### src/rtl/seq_pkg.sv
// rtl/seq_pkg.sv - shared defaults for the sequence detector and its event logger
package seq_pkg;
    localparam int SEQ_TS_W     = 16;
    localparam int SEQ_CNT_W    = 8;
    localparam int SEQ_EV_DEPTH = 4;
endpackage

### src/rtl/ts_fifo.sv
// rtl/ts_fifo.sv - timestamp FIFO, extra pointer bit distinguishes full from empty
module ts_fifo #(
    parameter int WIDTH = 16,
    parameter int DEPTH = 4
) (
    input  logic                     clk,
    input  logic                     rst_n,
    input  logic                     clr,
    input  logic                     push,
    input  logic                     pop,
    input  logic [WIDTH-1:0]         din,
    output logic [WIDTH-1:0]         dout,
    output logic                     full,
    output logic                     empty,
    output logic [$clog2(DEPTH):0]   level
);
    localparam int AW = $clog2(DEPTH);
    localparam logic [AW:0] PTR_ONE = 1;

    logic [WIDTH-1:0] r_mem [DEPTH];
    logic [AW:0]      r_wr_ptr;
    logic [AW:0]      r_rd_ptr;
    logic             w_do_push;
    logic             w_do_pop;

    assign empty = (r_wr_ptr == r_rd_ptr);
    assign full  = (r_wr_ptr[AW] != r_rd_ptr[AW]) &&
                   (r_wr_ptr[AW-1:0] == r_rd_ptr[AW-1:0]);
    assign level = r_wr_ptr - r_rd_ptr;
    assign dout  = r_mem[r_rd_ptr[AW-1:0]];

    // A full FIFO still accepts a push when the head leaves in the same cycle.
    assign w_do_pop  = pop & ~empty;
    assign w_do_push = push & (~full | w_do_pop);

    always_ff @(posedge clk or negedge rst_n) begin
        if (!rst_n) begin
            r_wr_ptr <= '0;
            r_rd_ptr <= '0;
            for (int i = 0; i < DEPTH; i++) begin
                r_mem[i] <= '0;
            end
        end else if (clr) begin
            r_wr_ptr <= '0;
            r_rd_ptr <= '0;
        end else begin
            if (w_do_push) begin
                r_mem[r_wr_ptr[AW-1:0]] <= din;
                r_wr_ptr                <= r_wr_ptr + PTR_ONE;
            end
            if (w_do_pop) begin
                r_rd_ptr <= r_rd_ptr + PTR_ONE;
            end
        end
    end
endmodule

### src/rtl/seq_event_logger.sv
// rtl/seq_event_logger.sv - timestamps detector rising edges into a drainable FIFO
module seq_event_logger
    import seq_pkg::*;
#(
    parameter int TS_W  = SEQ_TS_W,
    parameter int DEPTH = SEQ_EV_DEPTH,
    parameter int CNT_W = SEQ_CNT_W
) (
    input  logic                     clk,
    input  logic                     rst_n,
    input  logic                     det_in,
    input  logic                     clr,
    input  logic                     ev_ready,
    output logic                     ev_valid,
    output logic [TS_W-1:0]          ev_ts,
    output logic [CNT_W-1:0]         ev_count,
    output logic                     overflow,
    output logic [$clog2(DEPTH):0]   fifo_level
);
    localparam logic [TS_W-1:0]  TS_ONE  = 1;
    localparam logic [CNT_W-1:0] CNT_ONE = 1;
    localparam logic [CNT_W-1:0] CNT_MAX = '1;

    logic [TS_W-1:0]  r_ts;
    logic             r_det_q;
    logic [CNT_W-1:0] r_ev_count;
    logic             r_overflow;
    logic             w_event;
    logic             w_pop;
    logic             w_push;
    logic             w_drop;
    logic             w_full;
    logic             w_empty;

    // clr masks both the event and the pop so the flush wins outright.
    assign w_event = det_in & ~r_det_q & ~clr;
    assign w_pop   = ~w_empty & ev_ready & ~clr;
    assign w_push  = w_event & (~w_full | w_pop);
    assign w_drop  = w_event & w_full & ~w_pop;

    assign ev_valid = ~w_empty;
    assign ev_count = r_ev_count;
    assign overflow = r_overflow;

    always_ff @(posedge clk or negedge rst_n) begin
        if (!rst_n) begin
            r_ts    <= '0;
            r_det_q <= 1'b0;
        end else begin
            r_ts    <= r_ts + TS_ONE;
            r_det_q <= det_in;
        end
    end

    always_ff @(posedge clk or negedge rst_n) begin
        if (!rst_n) begin
            r_ev_count <= '0;
            r_overflow <= 1'b0;
        end else if (clr) begin
            r_ev_count <= '0;
            r_overflow <= 1'b0;
        end else begin
            if (w_event && (r_ev_count != CNT_MAX)) begin
                r_ev_count <= r_ev_count + CNT_ONE;
            end
            if (w_drop) begin
                r_overflow <= 1'b1;
            end
        end
    end

    ts_fifo #(
        .WIDTH (TS_W),
        .DEPTH (DEPTH)
    ) u_fifo (
        .clk   (clk),
        .rst_n (rst_n),
        .clr   (clr),
        .push  (w_push),
        .pop   (w_pop),
        .din   (r_ts),
        .dout  (ev_ts),
        .full  (w_full),
        .empty (w_empty),
        .level (fifo_level)
    );
endmodule

### config.mk
export PLATFORM = sky130hd
export DESIGN_NAME = seq_event_logger
export DESIGN_NICKNAME = d
export VERILOG_FILES = /design/src/rtl/seq_pkg.sv /design/src/rtl/ts_fifo.sv /design/src/rtl/seq_event_logger.sv
export SDC_FILE = /design/constraint.sdc
export NUM_CORES = 1
export LEC_CHECK = 0
export CAP_MARGIN = 20
export CORE_UTILIZATION = 30
export DETAILED_ROUTE_END_ITERATION = 8
export HOLD_SLACK_MARGIN = 0.05
export PLACE_DENSITY = 0.44
export SYNTH_ARGS = -nofsm -noshare
export SYNTH_HDL_FRONTEND = slang
export SYNTH_SLANG_ARGS = --single-unit
### constraint.sdc
create_clock -name clk -period 5.1 [get_ports clk]
set_clock_uncertainty 0.05 [all_clocks]
set_input_delay 1.02 -clock clk [delete_from_list [all_inputs] [get_ports clk]]
set_output_delay 1.02 -clock clk [all_outputs]
set_load 0.005 [all_outputs]
Yosys cells after proc, flatten, opt, wreduce, memory -nomap -nowiden
Index checks and enable logic that the tools add are counted.
{"block": "classes", "add_sub_neg": 5, "magnitude_cmp": 3, "eq_ne": 4, "muxes": 14, "n_bitwise": 18, "n_reduce_logical": 8}
{"operator": "64-bit bitwise mux", "count": 1}
{"operator": "16-bit two-way mux", "count": 3}
{"operator": "16-bit binary-select mux with 2-bit select", "count": 1}
{"operator": "16-bit demux with 2-bit select", "count": 1}
{"operator": "16-bit by 1-bit adder with 16-bit output (second input constant)", "count": 1}
{"operator": "8-bit two-way mux", "count": 2}
{"operator": "3-bit two-way mux", "count": 4}
{"operator": "1-bit AND", "count": 9}
{"operator": "8-bit by 1-bit adder with 8-bit output (second input constant)", "count": 1}
{"operator": "8-bit inequality test (second input constant)", "count": 1}
{"operator": "2-bit nonzero test", "count": 4}
{"operator": "3-bit by 1-bit adder with 3-bit output (second input constant)", "count": 2}
{"operator": "3-bit >= comparator (second input constant)", "count": 2}
{"operator": "2-bit inverter with 3-bit output", "count": 2}
{"operator": "1-bit inverter", "count": 5}
{"operator": "3-bit equality test", "count": 1}
{"operator": "1-bit logical AND", "count": 3}
{"operator": "3-bit by 1-bit less-than comparator with 1-bit output (second input constant)", "count": 1}
{"operator": "3-bit subtractor", "count": 1}
{"operator": "2-bit equality test", "count": 1}
{"operator": "1-bit two-way mux", "count": 2}
{"operator": "1-bit bitwise OR", "count": 2}
{"operator": "2-bit AND reduction", "count": 1}
{"operator": "1-bit inequality test", "count": 1}
{"block": "word_totals", "register_bits": 96, "in_bits": 5, "output_inout_bits": 29, "elab_cells": 62}

Depth between registers and ports, before layout
Gate-level depths: netlist of the first run.
{"block": "depth", "word_depth": 9, "ltp_mapped": 9, "ltp_nobuf": 6}

By module
Synthesis of the first run repeated with hierarchy kept, for this count alone.
{"block": "unflattened", "hier_cells": 331, "hier_area_um2": 4735.8}
{"mod": "ts_fifo", "instances": 1, "cells_per_inst": 213, "area_each_um2": 3468.3, "seq_area_each_um2": 1751.7}
{"mod": "seq_event_logger", "instances": 1, "cells_per_inst": 118, "area_each_um2": 1267.5, "seq_area_each_um2": 650.6}

Worst setup path after synthesis of the first run
Ideal clock, no wire load.
{"block": "synth_path", "kind": "register to register", "startpoint": "register u_fifo.r_rd_ptr[1]", "endpoint": "register u_fifo.r_mem[10] (netlist bit)", "setup_ns": 0.125, "arrival_time_ns": 2.550, "required_ns": 4.925, "setup_slack_ns": 2.375, "stages_incl_launch_ff": 9, "n_path_buf": 3, "synth_period_minus_slack_ns": 2.725, "cell_sequence": "dfrtp_1 > clkbuf_1 > clkbuf_1 > inv_1 > ha_1 > nand2_1 > o311ai_4 > buf_6 > mux2_2"}
{"block": "synth_between", "elab_chain_cells": 8, "word_cells_on_any_way": 13, "cone_classes": "eq/ne: 2; bitwise: 9; reduce/logical: 2"}
{"element": "from (decl)", "line_no": "ts_fifo.sv:22", "source": "logic [AW:0] r_rd_ptr;"}
{"element": "from (signal assigned)", "line_no": "ts_fifo.sv:52", "source": "r_rd_ptr <= r_rd_ptr + PTR_ONE;"}
{"element": "3-bit equality test", "line_no": "ts_fifo.sv:26", "source": "assign empty = (r_wr_ptr == r_rd_ptr);"}
{"element": "1-bit inverter", "line_no": "ts_fifo.sv:33, seq_event_logger.sv:37"}
{"element": "1-bit AND (2 in series)", "line_no": "seq_event_logger.sv:37", "source": "assign w_pop = ~w_empty & ev_ready & ~clr;"}
{"element": "1-bit bitwise OR or 1-bit AND (tied branches)", "line_no": "seq_event_logger.sv:38, ts_fifo.sv:33"}
{"element": "1-bit AND or 1-bit bitwise OR (tied branches)", "line_no": "seq_event_logger.sv:38, ts_fifo.sv:34"}
{"element": "1-bit AND *", "line_no": "ts_fifo.sv:34", "source": "assign w_do_push = push & (~full | w_do_pop);"}
{"element": "2-bit AND reduction (no source line) *"}
{"element": "to (signal, indexed assignment)", "line_no": "ts_fifo.sv:48", "source": "r_mem[r_wr_ptr[AW-1:0]] <= din;"}
{"element": "to (decl)", "line_no": "ts_fifo.sv:20", "source": "logic [WIDTH-1:0] r_mem [DEPTH];"}
Mark *: on every way between the ends. The rest lies on a longest branch, timed or not.
A chain may end at the register's enable or synchronous reset.

Worst setup path in the final report of the first run
{"block": "layout_path", "startpoint": "register u_fifo.r_rd_ptr[0]", "endpoint": "output fifo_level[1]"}
{"block": "layout_between", "elab_chain_cells": 1}
{"element": "3-bit subtractor", "line_no": "ts_fifo.sv:29", "source": "assign level = r_wr_ptr - r_rd_ptr;"}
{"element": "to (decl)", "line_no": "seq_event_logger.sv:18", "source": "output logic [$clog2(DEPTH):0] fifo_level"}
No other way between the ends.

==> results.sh, run 1 <==
export IMPL_outcome="completed"
export IMPL_rows=44
export IMPL_r2r_slack_ns=2.03
export IMPL_synthArstFlopShare_pct=100
export IMPL_yosysWarnings=0
export IMPL_start_util_pct=30.6
export IMPL_maxSlewHeadroom_pct=33.2
export IMPL_worstReg2RegEnd="u_fifo.r_mem[12]$_DFFE_PN0P_"
export IMPL_clkSinkCount=96
export IMPL_cts_hold_repair_buffers=0
export IMPL_rsz0062_at_grt="false"
export IMPL_gr_total_overflow=0
export IMPL_drv_slew=0
export IMPL_synthTopCellsByCount="96 x dfrtp_1, 54 x mux2_2, 16 x mux4_2"
export IMPL_htreeDepth=3
export IMPL_synth_xor_area_share_pct=4.51
export IMPL_fp_dieH_um=124
export IMPL_r2r_start="u_fifo.r_rd_ptr[0]$_DFFE_PN0P_"
export IMPL_leakagePower_nw=2.40
export IMPL_clkTransAtPathRegs_ns=0.06
export IMPL_synth_top_cell_by_area="dfrtp_1"
export IMPL_ios=34
export IMPL_drive_gt1_share_pct=27.5
export IMPL_synth_area_mux_share_pct=24.8
export IMPL_portBuffers=33
export IMPL_critPathKind="flop to output port"
export IMPL_synth_simple_area_share_pct=7.16
export IMPL_synth_top_family_by_area="multiplexers"
export IMPL_tightest_slew_ns=0.999
export IMPL_synth_seq_area_share_pct=54.1
export IMPL_n_antenna_cell=0
export IMPL_wl_um=8860
export IMPL_num_vias=2543
export IMPL_gp_congestion=0.757
export IMPL_min_period_ns=3.74
export IMPL_ys_ff_latch=96
export IMPL_hpwl_um=5550
export IMPL_core_um2=14500
export IMPL_synthTopCellsByArea="dfrtp_1 54%, mux2_2 14%, mux4_2 8.1%"
export IMPL_synth_most_common_cell="dfrtp_1"
export IMPL_grt_pass1_wl_um=14500
export IMPL_dp_cells=513
export IMPL_grt_pass1_vias=2587
export IMPL_clock_fmax_mhz=267
export IMPL_synth_edf_count=0
export IMPL_viasPerCell=4.81
export IMPL_worst_setup_path_end_kind="output port"
export IMPL_synthAdderAreaFrac_pct=2.99
export IMPL_setup_ws_ns=1.36
export IMPL_hold_end="u_fifo.r_mem[0]$_DFFE_PN0P_"
export IMPL_drcViolationCount=0
export IMPL_yosysTopAreaCellShare_pct=54.1
export IMPL_nets=355
export IMPL_grt_max_degree=69
export IMPL_ant_nets=0
export IMPL_hold_viol=0
export IMPL_rr_worst_depth=5
export IMPL_drtIter0Drc=94
export IMPL_stdcell_count=529
export IMPL_hp_class="flop to flop"
export IMPL_maxCapViolations=0
export IMPL_worstPathMaxFanout=10
export IMPL_syn_num_nets=323
export IMPL_antenna_found_initial=0
export IMPL_critPathRequiredTime_ns=4.03
export IMPL_post_cts_resized=0
export IMPL_syn2layout_area_growth_pct=17.1
export IMPL_start_kind="flop"
export IMPL_clk_path_buf_depth=2
export IMPL_grt_util_all_layers_pct=13.1
export IMPL_tns_ns=0
export IMPL_p_per_area_nw_per_um2=321
export IMPL_ir_worst_vdd_mv=0.157
export IMPL_ys_types=38
export IMPL_min_from="u_fifo.r_mem[0]$_DFFE_PN0P_"
export IMPL_syn_inst=308
export IMPL_setup_viol=0
export IMPL_period_share_pct=73.4
export IMPL_clk_latency_ns=0.34
export IMPL_place_ws_ns=1.33
export IMPL_drt_first_pass_iters=4
export IMPL_cts_tree="done"
export IMPL_arrival_ns=2.67
export IMPL_dieArea_um2=15300
export IMPL_postCtsSetupRepairBufs=0
export IMPL_hold_depth=2
export IMPL_cts_root_buffer="clkbuf_16"
export IMPL_dieWidth_um=124
export IMPL_synth_top_flop_cell="dfrtp_1"
export IMPL_cts_buffers=9
export IMPL_avgSynthCellArea_um2=14.4
export IMPL_netlist_area_um2=4440
export IMPL_synth_compound_area_share_pct=3.38
export IMPL_wl_per_cell_um=16.8
-- layout by cell type (no fill, tap or decap), types with 4 or more instances in the layout --
cell type,synthesis,layout
clkdlybuf4s50_1,0,32
xor2_1,10,10
buf_4,0,4
a21oi_1,4,4
mux4_2,16,16
clkbuf_16,0,9
mux2_2,54,54
xnor2_1,11,11
mux2_1,9,9
nand3_1,9,9
inv_1,9,9
a31oi_1,4,4
nor3_1,6,6
dfrtp_1,96,96
nand2_1,8,8
nand4_1,4,4
nor2_1,13,13
ha_1,9,9
-- registers in the layout (all words and copies together) (netlist names) --
register / count
overflow: 1
u_fifo.r_rd_ptr: 3
r_ts: 16
u_fifo.r_mem: 64
ev_count: 8
u_fifo.r_wr_ptr: 3
r_det_q: 1
-- metrics by stage --
stage | hold slack (ns) | utilization [%] | cell area (µm²) | total power [mW]
global placement | 0.419 | 34.0 | 4920 | 1.04
floorplan | 0.395 | - | 4440 | 0.943
CTS | 0.446 | 35.9 | 5190 | 1.69
finish | 0.443 | 35.9 | 5190 | 1.67
global route | 0.458 | 35.9 | 5190 | 1.75
detailed placement | 0.431 | 34.0 | 4920 | 1.04
-- worst max-delay path: stages, from the launching register on --
cell	delay [ns]
dfrtp_1	0.80
buf_4	0.36
ha_1	0.20
fa_1	0.40
inv_1	0.06
clkdlybuf4s50_1	0.48
-- how the worst max path moves through the flow --
stage / startpoint / end / slack [ns] / cells after the start
6_report: u_fifo.r_rd_ptr[0]$_DFFE_PN0P_ / fifo_level[1] / 1.36 / 5
5_1_grt: u_fifo.r_rd_ptr[0]$_DFFE_PN0P_ / fifo_level[1] / 1.18 / 5
4_1_cts: u_fifo.r_rd_ptr[0]$_DFFE_PN0P_ / fifo_level[1] / 1.28 / 5
3_5_place_dp: clr / u_fifo.r_mem[12]$_DFFE_PN0P_ / 1.33 / 4
3_3_place_gp: clr / u_fifo.r_mem[8]$_DFFE_PN0P_ / 1.39 / 4
2_1_floorplan: u_fifo.r_rd_ptr[1]$_DFFE_PN0P_ / u_fifo.r_mem[10]$_DFFE_PN0P_ / 2.38 / 8
-- cells by family (layout without fill, tap and decap cells) --
kind of cell	Yosys count	in the layout
fa+ha+maj	10	10
compound gates	18	18
xor+xnor	22	22
flops	96	96
mux	82	82
simple gates	56	56
buf+inv	24	61
-- where the power goes --
part           total [mW]  switching [mW]  internal [mW]
registers           0.822          0.0286          0.793
logic               0.200          0.0835          0.117
clock network       0.643           0.284          0.358
total                1.67           0.396           1.27
-- area by class of cell --
type	count	area, µm²
Clock buffer	14	264
Clock inverter	2	13.8
Fill cell	1413	9280
Inverter	9	33.8
Multi-Input combinational cell	188	1900
Sequential cell	96	2400
Tap cell	184	230
Timing Repair Buffer	36	350
-- routing by layer --
layer  track usage, %  wire (µm)  vias to the layer above  part of all wire, %
li1                 -          -                     1174                    -
met1             17.3       4220                     1328                   48
met2             20.3       4210                       30                   48
met3             2.88        259                       11                  2.9
met4             6.55        167                        0                  1.9
met5                0          0                        -                    0
(Power assumes the default switching activity.)
==> run 2, diff against run 1 <==
==> constraint.sdc (replaced) <==
create_clock -name clk -period 3.75 [get_ports clk]
set_clock_uncertainty 0.05 [all_clocks]
set_input_delay 0.75 -clock clk [delete_from_list [all_inputs] [get_ports clk]]
set_output_delay 0.75 -clock clk [all_outputs]
set_load 0.005 [all_outputs]
==> run 2 against run 1 <==
Against the previous run:
- first-iteration DRC count up 4.3%
- worst setup slack worse by 0.67 ns
- global-route usage up 0.22 points
- flip-flop and latch count unchanged
- largest cell class unchanged
- largest power group unchanged
- highest routed layer unchanged
==> results.sh, run 2 (synthesized netlist as in run 1, its figures left out) <==
export IMPL_clkTransAtPathRegs_ns=0.07
export IMPL_start_kind="flop"
export IMPL_antenna_found_initial=0
export IMPL_grt_util_all_layers_pct=13.3
export IMPL_clk_latency_ns=0.34
export IMPL_largest_reg_flops=64
export IMPL_period_share_pct=81.5
export IMPL_wl_um=8980
export IMPL_clock_fmax_mhz=327
export IMPL_clkSinkCount=96
export IMPL_hpwl_um=5740
export IMPL_post_cts_resized=0
export IMPL_rows=44
export IMPL_worst_setup_path_end_kind="output port"
export IMPL_ios=34
export IMPL_pwr_share_comb_pct=12.5
export IMPL_htreeDepth=3
export IMPL_layout_commonest_cell="dfrtp_1"
export IMPL_tightest_slew_ns=0.775
export IMPL_power_switching_mw=0.560
export IMPL_cts_hold_repair_buffers=0
export IMPL_drv_slew=0
export IMPL_maxCapViolations=0
export IMPL_grt_max_degree=58
export IMPL_design_area_um2=5270
export IMPL_critPathRequiredTime_ns=2.95
export IMPL_core_um2=14500
export IMPL_power_frac_seq_pct=47.2
export IMPL_outcome="completed"
export IMPL_stdcell_count=534
export IMPL_dp_cells=518
export IMPL_r2r_slack_ns=1.06
export IMPL_dieArea_um2=15300
export IMPL_p_per_area_nw_per_um2=444
export IMPL_start_util_pct=30.6
export IMPL_p_int_mw=1.78
export IMPL_gp_congestion=0.753
export IMPL_hp_class="flop to flop"
export IMPL_grt_pass1_wl_um=15000
export IMPL_leakagePower_nw=2.44
export IMPL_worstPathMaxFanout=15
export IMPL_cts_buffers=9
export IMPL_n_antenna_cell=0
export IMPL_dieWidth_um=124
export IMPL_fp_dieH_um=124
export IMPL_viasPerCell=4.83
export IMPL_nets=360
export IMPL_regMostFlops="u_fifo.r_mem"
export IMPL_rsz0062_at_grt="false"
export IMPL_clk_path_buf_depth=2
export IMPL_gr_total_overflow=0
export IMPL_cts_tree="done"
export IMPL_syn2layout_area_growth_pct=18.8
export IMPL_drcViolationCount=0
export IMPL_wl_per_cell_um=16.8
export IMPL_grt_pass1_vias=2717
export IMPL_tns_ns=0
export IMPL_maxSlewHeadroom_pct=48.3
export IMPL_drt_first_pass_iters=4
export IMPL_cts_root_buffer="clkbuf_16"
export IMPL_ir_worst_vdd_mv=0.199
export IMPL_arrival_ns=2.26
export IMPL_layout_common_cells="96 x dfrtp_1, 54 x mux2_2, 32 x clkdlybuf4s50_1"
export IMPL_critPathKind="flop to output port"
export IMPL_drive_gt1_share_pct=29.4
export IMPL_setup_viol=0
export IMPL_netSwitchingFraction_pct=23.9
export IMPL_min_period_ns=3.06
export IMPL_num_vias=2578
export IMPL_hold_viol=0
export IMPL_portBuffers=33
export IMPL_clockPowerShare_pct=40.3
export IMPL_ant_nets=0
export IMPL_drtIter0Drc=98
export IMPL_dpl_instance_area_um2=4970
export IMPL_postCtsSetupRepairBufs=0
[run 2: critical path, cell delays in order, from the launching register on]
cell,delay [ns]
dfrtp_1,0.84
fa_1,0.53
inv_1,0.07
clkdlybuf4s50_1,0.49
[run 2: final timing paths]
check	start	to	depth (start not counted)
worst min register to register	u_fifo.r_mem[55]$_DFFE_PN0P_	u_fifo.r_mem[55]$_DFFE_PN0P_	1
worst max-delay path	u_fifo.r_rd_ptr[1]$_DFFE_PN0P_	fifo_level[1]	3
max in group asynchronous	rst_n	u_fifo.r_mem[31]$_DFFE_PN0P_	2
worst max register to register	u_fifo.r_rd_ptr[1]$_DFFE_PN0P_	u_fifo.r_mem[25]$_DFFE_PN0P_	6
min in group asynchronous	rst_n	u_fifo.r_mem[29]$_DFFE_PN0P_	1
worst min-delay path	u_fifo.r_mem[55]$_DFFE_PN0P_	u_fifo.r_mem[55]$_DFFE_PN0P_	1
[run 2: area by class of cell]
class	instances	area, µm²
Fill cell	1431	9210
Sequential cell	96	2400
Multi-Input combinational cell	188	1900
Timing Repair Buffer	41	400
Clock buffer	10	239
Tap cell	184	230
Clock inverter	6	65.1
Inverter	9	33.8
[run 2: routing by layer]
metal,track usage [%],wire [µm],vias up
li1,-,-,1194
met1,17.8,4300,1326
met2,21.2,4250,43
met3,2.43,260,15
met4,5.87,168,0
met5,0,0,-
[run 2: power by group through the flow]
stage	registers, mW	clock network, mW	logic (mW)
after floorplan	1.12	0	0.167
after detailed placement	1.12	0	0.302
final	1.11	0.943	0.293
after global routing	1.11	1.01	0.323
after CTS	1.10	0.974	0.304
after global placement	1.12	0	0.301
[run 2: metrics by stage]
step	hold slack, ns	utilization, %	worst slack (ns)	total power, mW
after CTS	0.445	36.4	0.646	2.38
after global routing	0.453	36.4	0.591	2.44
after detailed placement	0.429	34.3	0.976	1.43
after global placement	0.422	34.3	0.983	1.43
after floorplan	0.395	-	1.03	1.28
final	0.440	36.4	0.693	2.34
==> run 3, diff against run 2 <==
--- a/config.mk
+++ b/config.mk
@@ -9,7 +9,7 @@
 export CORE_UTILIZATION = 30
 export DETAILED_ROUTE_END_ITERATION = 8
 export HOLD_SLACK_MARGIN = 0.05
-export PLACE_DENSITY = 0.44
+export PLACE_DENSITY = 0.45
 export SYNTH_ARGS = -nofsm -noshare
 export SYNTH_HDL_FRONTEND = slang
 export SYNTH_SLANG_ARGS = --single-unit
==> constraint.sdc (replaced) <==
create_clock -name clk -period 2.65 [get_ports clk]
set_clock_uncertainty 0.05 [all_clocks]
set_input_delay 0.53 -clock clk [delete_from_list [all_inputs] [get_ports clk]]
set_output_delay 0.53 -clock clk [all_outputs]
set_load 0.005 [all_outputs]
==> run 3 against run 2 <==
Against the previous run:
- register-to-register slack worse by 0.64 ns
- hold slack worse by 0.27 ns
- non-clock buffer count is 2 higher
- die area stayed put
- clock power is 35% higher
- final area is 0.66% higher
- worst setup slack worse by 0.60 ns
- global-route usage is 0.63 points lower
- via count is 1.6% lower
- utilization is 0.24 points higher
- wire length is 3.5% lower
- sequential share of layout area is 0.28 points lower
- critical path type unchanged
- critical endpoint unchanged
- largest power group unchanged
- highest routed layer unchanged
==> results.sh, run 3 (synthesized netlist as in run 1, its figures left out) <==
export IMPL_wl_per_cell_um=16.2
export IMPL_fp_dieH_um=124
export IMPL_hold_viol=0
export IMPL_ir_worst_vdd_mv=0.297
export IMPL_critPathSlowestCell="clkdlybuf4s50_1"
export IMPL_wl_um=8670
export IMPL_nets=362
export IMPL_clkSinkCount=96
export IMPL_portBuffers=33
export IMPL_gr_total_overflow=0
export IMPL_drtIter0Drc=110
export IMPL_outcome="completed"
export IMPL_cts_hold_repair_buffers=0
export IMPL_critPathKind="flop to output port"
export IMPL_power_frac_seq_pct=48.0
export IMPL_hpwl_um=5620
export IMPL_clockPowerShare_pct=38.9
export IMPL_worstPathMaxFanout=3
export IMPL_tightest_slew_ns=0.547
export IMPL_rsz0062_at_grt="false"
export IMPL_dp_cells=519
export IMPL_antenna_found_initial=0
export IMPL_period_share_pct=96.6
export IMPL_met1_usage_pct=17.0
export IMPL_syn2layout_area_growth_pct=19.6
export IMPL_cts_tree="done"
export IMPL_htreeDepth=3
export IMPL_start_util_pct=30.6
export IMPL_p_per_area_nw_per_um2=614
export IMPL_regMostFlops="u_fifo.r_mem"
export IMPL_clk_latency_ns=0.34
export IMPL_drv_slew=0
export IMPL_dieWidth_um=124
export IMPL_clkTransAtPathRegs_ns=0.06
export IMPL_cp_cell_sequence="ha_1 > fa_1 > inv_1 > clkdlybuf4s50_1"
export IMPL_min_period_ns=2.56
export IMPL_p_int_mw=2.51
export IMPL_grt_max_degree=97
export IMPL_pwr_share_comb_pct=13.0
export IMPL_grt_use_met3_pct=2.66
export IMPL_cts_root_buffer="clkbuf_16"
export IMPL_stdcell_count=536
export IMPL_rows=44
export IMPL_critPathRequiredTime_ns=2.07
export IMPL_arrival_ns=1.98
export IMPL_ant_nets=0
export IMPL_netSwitchingFraction_pct=23.0
export IMPL_critical_path_max_stage_delay_ns=0.49
export IMPL_cts_buffers=9
export IMPL_num_vias=2538
export IMPL_maxSlewHeadroom_pct=63.6
export IMPL_maxCapViolations=0
export IMPL_grt_util_all_layers_pct=12.7
export IMPL_layout_common_cells="95 x dfrtp_1, 54 x mux2_2, 31 x clkdlybuf4s50_1"
export IMPL_crit_family="adder cells"
export IMPL_busiest_layer="met2"
export IMPL_grt_pass1_vias=2672
export IMPL_use_met2_pct=19.9
export IMPL_dieArea_um2=15300
export IMPL_gp_congestion=0.813
export IMPL_power_switching_mw=0.749
export IMPL_largest_reg_flops=64
export IMPL_worst_setup_path_end_kind="output port"
export IMPL_hp_class="primary input to asynchronous set/reset pin"
export IMPL_viasPerCell=4.74
export IMPL_setup_viol=0
export IMPL_tns_ns=0
export IMPL_leakagePower_nw=2.46
export IMPL_drt_first_pass_iters=4
export IMPL_grt_pass1_wl_um=14300
export IMPL_layout_commonest_cell="dfrtp_1"
export IMPL_drive_gt1_share_pct=29.5
export IMPL_worst_path_buf_inv=2
export IMPL_clock_fmax_mhz=391
export IMPL_n_antenna_cell=0
export IMPL_ios=34
export IMPL_core_um2=14500
export IMPL_clk_path_buf_depth=2
export IMPL_drcViolationCount=0
export IMPL_start_kind="flop"
## run 3: cell types whose count changed in the layout (fill, tap and decap cells not counted), moves of 2 or more
cell,previous run,this run
buf_4,8,6
buf_6,0,2
clkbuf_1,0,2
clkbuf_8,1,4
clkinv_2,2,0
inv_6,2,0
## run 3: power groups by stage
stage	sequential, mW	clock (mW)	combinational (mW)
final	1.57	1.27	0.425
after global routing	1.57	1.38	0.469
after CTS	1.56	1.32	0.433
after detailed placement	1.59	0	0.428
after global placement	1.59	0	0.426
after floorplan	1.58	0	0.236
## run 3: layer usage
metal  vias up  wire [µm]
met5         -          0
met3        10        280
met2        37       3990
li1       1195          -
met1      1296       4250
met4         0        148
## run 3: final cells by class
cell class | instances | area [µm²]
Timing Repair Buffer | 43 | 442
Clock inverter | 1 | 8.76
Multi-Input combinational cell | 188 | 1900
Inverter | 9 | 33.8
Tap cell | 184 | 230
Sequential cell | 96 | 2400
Clock buffer | 15 | 288
Fill cell | 1387 | 9170
## run 3: per-stage QoR
stage               total power, mW  area (µm²)  utilization (%)  worst slack [ns]  hold WS [ns]
global placement               2.01        4990             34.4             0.250         0.419
floorplan                      1.81        4440                -            0.0288         0.184
detailed placement             2.02        4990             34.4             0.217         0.427
CTS                            3.32        5290             36.6            0.0159         0.219
finish                         3.26        5310             36.6            0.0907         0.174
global route                   3.42        5310             36.6           0.00587         0.226
## run 3: timing repair
action / 4_1_cts / 5_1_grt
setup buffers: 1 / 0
resized for setup: 2 / 4
endpoints found under the setup margin: 4 / 10
## run 3: worst register-to-register path, cell delays in order (launching register included)
cell and delay (ns):
dfrtp_1 0.44, inv_1 0.07, ha_1 0.29, nand2_1 0.17
o31a_4 0.42, nand2_4 0.27, mux2_2 0.39
## run 3: final timing paths
| check | start | endpoint | slack, ns | depth (start not counted) |
|---|---|---|---|---|
| max | u_fifo.r_rd_ptr[0]$_DFFE_PN0P_ | fifo_level[1] | 0.09 | 4 |
| min reg2reg | u_fifo.r_mem[55]$_DFFE_PN0P_ | u_fifo.r_mem[55]$_DFFE_PN0P_ | 0.44 | 1 |
| max in group asynchronous | rst_n | r_ts[5]$_DFF_PN0_ | 1.94 | 2 |
| min | rst_n | ev_count[0]$_DFFE_PN0P_ | 0.17 | 2 |
| max reg2reg | u_fifo.r_rd_ptr[1]$_DFFE_PN0P_ | u_fifo.r_mem[26]$_DFFE_PN0P_ | 0.42 | 6 |
| min in group clk | u_fifo.r_mem[55]$_DFFE_PN0P_ | u_fifo.r_mem[55]$_DFFE_PN0P_ | 0.44 | 1 |
